<file path="src/rtl/ram_portb_arbiter.sv">
// ---------------------------------------------------------------------------
// ram_portb_arbiter
//
// Shares port B of the CPU's 1Kx16 dual-port RAM between two requesters:
//   requester 0 = display/video fetch, requester 1 = I/O DMA.
// At most one request is granted per cycle. The granted requester drives the
// RAM port B address/data/write-enable combinationally. Read data comes back
// one cycle later on the shared rdata bus, qualified by a per-requester
// registered valid strobe.
//
// Ports:
//   Clk              system clock, rising edge
//   Rst              asynchronous active-low reset
//   req0/req1        requests, held high until granted
//   we0/we1          1 = write, 0 = read
//   addr0/addr1      word addresses
//   wdata0/wdata1    write data
//   gnt0/gnt1        combinational grants (request accepted this cycle)
//   rvalid0/rvalid1  registered read-data valid per requester
//   rdata            shared read data (straight from ram_q)
//   ram_addr/ram_data/ram_we  to RAM port B
//   ram_q            RAM port B registered read data (1-cycle latency)
//
// Configuration macro:
//   RAM_ARB_FIXED_PRIORITY_EN  defined: requester 0 always wins contention.
//                              undefined (default): round-robin.
// ---------------------------------------------------------------------------
module ram_portb_arbiter #(
  parameter int ADDR_WIDTH = 10,
  parameter int DATA_WIDTH = 16
) (
  input  logic                  Clk,
  input  logic                  Rst,
  input  logic                  req0,
  input  logic                  req1,
  input  logic                  we0,
  input  logic                  we1,
  input  logic [ADDR_WIDTH-1:0] addr0,
  input  logic [ADDR_WIDTH-1:0] addr1,
  input  logic [DATA_WIDTH-1:0] wdata0,
  input  logic [DATA_WIDTH-1:0] wdata1,
  output logic                  gnt0,
  output logic                  gnt1,
  output logic                  rvalid0,
  output logic                  rvalid1,
  output logic [DATA_WIDTH-1:0] rdata,
  output logic [ADDR_WIDTH-1:0] ram_addr,
  output logic [DATA_WIDTH-1:0] ram_data,
  output logic                  ram_we,
  input  logic [DATA_WIDTH-1:0] ram_q
);

  typedef enum logic [1:0] {
    OWN_NONE = 2'd0,
    OWN_0    = 2'd1,
    OWN_1    = 2'd2
  } own_e;

  own_e                  rd_own_q, rd_own_d;
  logic [ADDR_WIDTH-1:0] addr_hold_q;
  logic [DATA_WIDTH-1:0] data_hold_q;

`ifndef RAM_ARB_FIXED_PRIORITY_EN
  // Last requester served; reset to 1 so requester 0 wins first contention.
  logic last_q, last_d;
`endif

  // Grants are gated by Rst so nothing is accepted while reset is asserted.
  always_comb begin
`ifdef RAM_ARB_FIXED_PRIORITY_EN
    gnt0 = Rst & req0;
    gnt1 = Rst & req1 & ~req0;
`else
    gnt0 = Rst & req0 & (~req1 | last_q);
    gnt1 = Rst & req1 & (~req0 | ~last_q);
`endif
  end

  // RAM port B drive. With no grant the bus holds its last driven value so
  // the RAM inputs do not toggle needlessly.
  always_comb begin
    ram_addr = addr_hold_q;
    ram_data = data_hold_q;
    ram_we   = 1'b0;
    rd_own_d = OWN_NONE;
    if (gnt0) begin
      ram_addr = addr0;
      ram_data = wdata0;
      ram_we   = we0;
      rd_own_d = we0 ? OWN_NONE : OWN_0;
    end else if (gnt1) begin
      ram_addr = addr1;
      ram_data = wdata1;
      ram_we   = we1;
      rd_own_d = we1 ? OWN_NONE : OWN_1;
    end
  end

`ifndef RAM_ARB_FIXED_PRIORITY_EN
  always_comb begin
    last_d = last_q;
    if (gnt0)      last_d = 1'b0;
    else if (gnt1) last_d = 1'b1;
  end
`endif

  // Grant stage -> read-return stage
  always_ff @(posedge Clk or negedge Rst) begin
    if (!Rst) begin
      rd_own_q    <= OWN_NONE;
      addr_hold_q <= '0;
      data_hold_q <= '0;
`ifndef RAM_ARB_FIXED_PRIORITY_EN
      last_q      <= 1'b1;
`endif
    end else begin
      rd_own_q    <= rd_own_d;
      addr_hold_q <= ram_addr;
      data_hold_q <= ram_data;
`ifndef RAM_ARB_FIXED_PRIORITY_EN
      last_q      <= last_d;
`endif
    end
  end

  // Read data arrives from the RAM's output register in the cycle after the
  // grant, exactly when rd_own_q names its owner.
  assign rvalid0 = (rd_own_q == OWN_0);
  assign rvalid1 = (rd_own_q == OWN_1);
  assign rdata   = ram_q;

endmodule

</file>
<file path="config.mk">
export PLATFORM = sky130hd
export DESIGN_NAME = ram_portb_arbiter
export DESIGN_NICKNAME = d
export VERILOG_FILES = /design/src/rtl/ram_portb_arbiter.sv
export SDC_FILE = /design/constraint.sdc
export NUM_CORES = 1
export LEC_CHECK = 0
export BUFFER_PORTS_ARGS = -buffer_cell sky130_fd_sc_hd__buf_2
export CAP_MARGIN = 20
export CELL_PAD_IN_SITES_DETAIL_PLACEMENT = 1
export CELL_PAD_IN_SITES_GLOBAL_PLACEMENT = 2
export CORE_MARGIN = 5
export CORE_UTILIZATION = 21
export CTS_BUF_LIST = sky130_fd_sc_hd__clkbuf_8
export CTS_CLUSTER_DIAMETER = 80
export DETAILED_ROUTE_END_ITERATION = 6
export GPL_TIMING_DRIVEN = 0
export PLACE_DENSITY = 0.85
export SLEW_MARGIN = 20
export SYNTH_ARGS = -nofsm -noshare
export SYNTH_HDL_FRONTEND = slang
export SYNTH_SLANG_ARGS = --single-unit
</file>
<file path="constraint.sdc">
create_clock -name Clk -period 1.7 [get_ports Clk]
set_input_delay 0.17 -clock Clk [delete_from_list [all_inputs] [get_ports Clk]]
set_output_delay 0.17 -clock Clk [all_outputs]
set_load 0.05 [all_outputs]
</file>
==> out/results.tsv <==
stage	metric	value	unit
drt	Pre-antenna DRT Iters	4	
layout	Post-Layout Cell Count	424	
power	sequential share of power	25.3	%
run_status	status	complete, but fails checks	
placement	Routability Congestion	0.688	
power	internal power	2.01	mW
timing	fin crit share	120	%
drt	via count	2014	
floorplan	Initial Util	21.7	%
worst_setup_path	Worst path max stage delay	550	ps
worst_setup_path	CP top delay family	buffers and inverters	
drt	DR WL/cell	17.5	µm
power	Cell Pwr Density	1030	nW/µm²
synth	synth top area cells	dfrtp_1 44%, a31oi_1 10%, buf_4 8.5%	
power	clock network power share	16.5	%
timing	final setup margin	-337	ps
timing	Clock Skew	2.97	ps
worst_setup_path	Critical path origin	last_q	
power	VDD IR-drop max	0.472	mV
drt	Detailed Route WL	7.41	mm
worst_setup_path	Worst Setup Path Type	flop to output pin	
floorplan	Placement Rows	31	
placement	I/O Buffers	104	
power	Comb power frac	58.2	%
clock_network	Max clock buf depth	2	
min_path	HP Start	we0	
synth	Synth Register Bits	29	
timing	worst slew pin tran	748	ps
worst_setup_path	slowest cell on the critical path	dfstp_2	
clock_network	Worst-Skew Late Latency	280	ps
synth	most numerous cell in the Yosys netlist	dfrtp_1	
global_route	total gr overflow	0	
synth	Avg Cell Area, Syn	8.65	µm²
timing	Final Hold Fails	0	
worst_setup_path	Reg-to-Reg Start	last_q	
worst_setup_path	worst path cell trace	buf_6 > and2_4 > buf_12 > clkbuf_16 > o21ai_1 > a31oi_4 > buf_6	
drt	DRC	0	
power	net switching power	1.50	mW
drt	initial DRC count	35	
timing	final setup violation count	29	
clock_network	TritonCTS Buffers	5	
worst_setup_path	CP most frequent cell	buf_6	
synth	syn nets	258	
synth	Post-synth EDFFs	0	
global_route	largest net degree at the start of global routing	29	
layout	Ant. Diodes	0	
placement	HPWL after DPL	4.86	mm
global_route	first-pass GRT wire length	11.5	mm
clock_network	clk sinks	29	
synth	area leader, netlist	dfrtp_1	
min_path	worst min path class	primary input to flop	
placement	cell count after placement	387	
timing	RSZ-0062 raised after global routing	yes	
global_route	All-Layer GR Usage	15.1	%
drt	Post-DRT Antenna Nets	0	
worst_setup_path	critical path required time	1530	ps
worst_setup_path	startpoint types	flop	
drt	vias per std cell	4.75	
clock_network	H-tree Lvls	2	
clock_network	CTS tree	done	
synth	ys async rst share	100	%
timing	Fin Hold WS	66.8	ps
layout	area grow syn2layout	115	%
synth	unique cell type count in the Yosys netlist	17	
job	max-cap violation count	0	
run_status	failing checks	negative setup slack	
worst_setup_path	CP endpoint kind	output pin	
floorplan	die width	97.1	µm
timing	Achievable Freq	491	MHz
synth	Syn Inst Count	184	
timing	Pins Over Slew Limit	0	
floorplan	core area	7330	µm²
worst_setup_path	CP max FO	8	
floorplan	die area	9420	µm²
global_route	initial antenna violation count	0	
floorplan	I/O pin count	121	
power	Leakage	1.46	nW
global_route	number of global-route vias before repair	2289	
clock_network	Root Buffer	clkbuf_8	
worst_setup_path	Critical Path AT	1870	ps
timing	Tmin final	2040	ps
worst_setup_path	critical path buffer and inverter count	4	
layout	share of cells above drive strength 1	67.1	%
layout	Final nets	398	
synth	Commonest cells post-synth	28 x dfrtp_1, 27 x nor3_1, 26 x a31oi_1, 26 x nand3_1, 25 x o21ai_0	
power	switching part of the total power	42.7	%
floorplan	die height	97.1	µm
synth	sequential element share of the synthesized area	45.7	%
clock_network	Worst-path clk slew	60	ps
synth	cell area after synthesis	1590	µm²
synth	ys flop type	dfrtp_1	
synth	Yosys top cell area share	44.0	%
synth	YS warnings	0	
timing	Max-Slew Margin vs Limit	50.1	%
registers in the layout, indices dropped and copies added (netlist names):
name	count
last_q	1
addr_hold_q	10
data_hold_q	16
rd_own_q	2
final timing paths:
check / to / slack, ps / depth (start not counted)
hold / removal: rd_own_q[0] / 70 / 2
min in group asynchronous: last_q / 510 / 2
hold reg to reg: data_hold_q[14] / 590 / 2
setup reg to reg: data_hold_q[7] / 30 / 8
setup / recovery: ram_data[4] / -340 / 7
max in group asynchronous: data_hold_q[3] / 1010 / 3
per-stage QoR:
| stage | utilization, % | TNS, ps | instance area, µm² | setup WS [ps] | power [mW] |
|---|---|---|---|---|---|
| 2_1_floorplan | - | -2850 | 1940 | -66.1 | 2.01 |
| 3_3_place_gp | 35.3 | -31330 | 2590 | -800 | 2.34 |
| 3_5_place_dp | 35.3 | -32270 | 2590 | -817 | 2.37 |
| 4_1_cts | 44.5 | -10080 | 3260 | -395 | 3.40 |
| 5_1_grt | 46.6 | -9900 | 3420 | -389 | 3.67 |
| 6_report | 46.6 | -7880 | 3420 | -337 | 3.51 |
cell usage in the layout (no fill, tap or decap), drive strengths merged:
cell	count
clkinvlp	1
nor2b	3
a31oi	26
inv	2
o21ai	27
or2	1
dfstp	1
buf	155
nand3	26
and2	2
clkbuf	18
a22o	1
dfrtp	28
nor3	27
nand2	4
dlygate4sd3	1
nor2	2
timing repair:
action,CTS,global route
hold buffers,2,0
pin swaps,17,18
setup buffers,14,9
gates resized for setup,117,23
endpoints found under the hold margin,28,0
gates cloned,3,2
setup endpoints to repair,50,32
power by group through the flow:
| stage | clock network (mW) | logic [mW] | registers [mW] |
|---|---|---|---|
| after global placement | 0 | 1.47 | 0.871 |
| after global routing | 0.631 | 2.14 | 0.901 |
| after floorplan | 0 | 1.15 | 0.865 |
| final | 0.581 | 2.04 | 0.889 |
| after detailed placement | 0 | 1.49 | 0.879 |
| after CTS | 0.594 | 1.93 | 0.873 |
routing by layer:
layer / global-route usage, % / up-vias / wire length (µm) / share of wire, %
li1: - / 941 / - / -
met1: 18.2 / 985 / 3100 / 42
met2: 26.3 / 80 / 3780 / 51
met3: 4.31 / 8 / 458 / 6.2
met4: 3.89 / 0 / 68 / 0.92
met5: 0 / - / 0 / 0
kinds of logic (layout without fill, tap and decap cells):
| family | Yosys count | after routing | synth area share (%) |
|---|---|---|---|
| simple gates | 65 | 65 | 20.4 |
| compound gates | 54 | 54 | 19.3 |
| buf+inv | 36 | 177 | 14.6 |
| flops | 29 | 29 | 45.7 |
final cells by class:
cell class	count	area, µm²
inverters	1	7.51
flip-flops and latches	29	727
repair buffers	134	1040
plain buffers	34	314
multi-input cells	119	1120
clock buffers	6	82.6
well taps	99	124
fillers	838	3920
clock inverters	2	7.51
(Power assumes the default switching activity.)
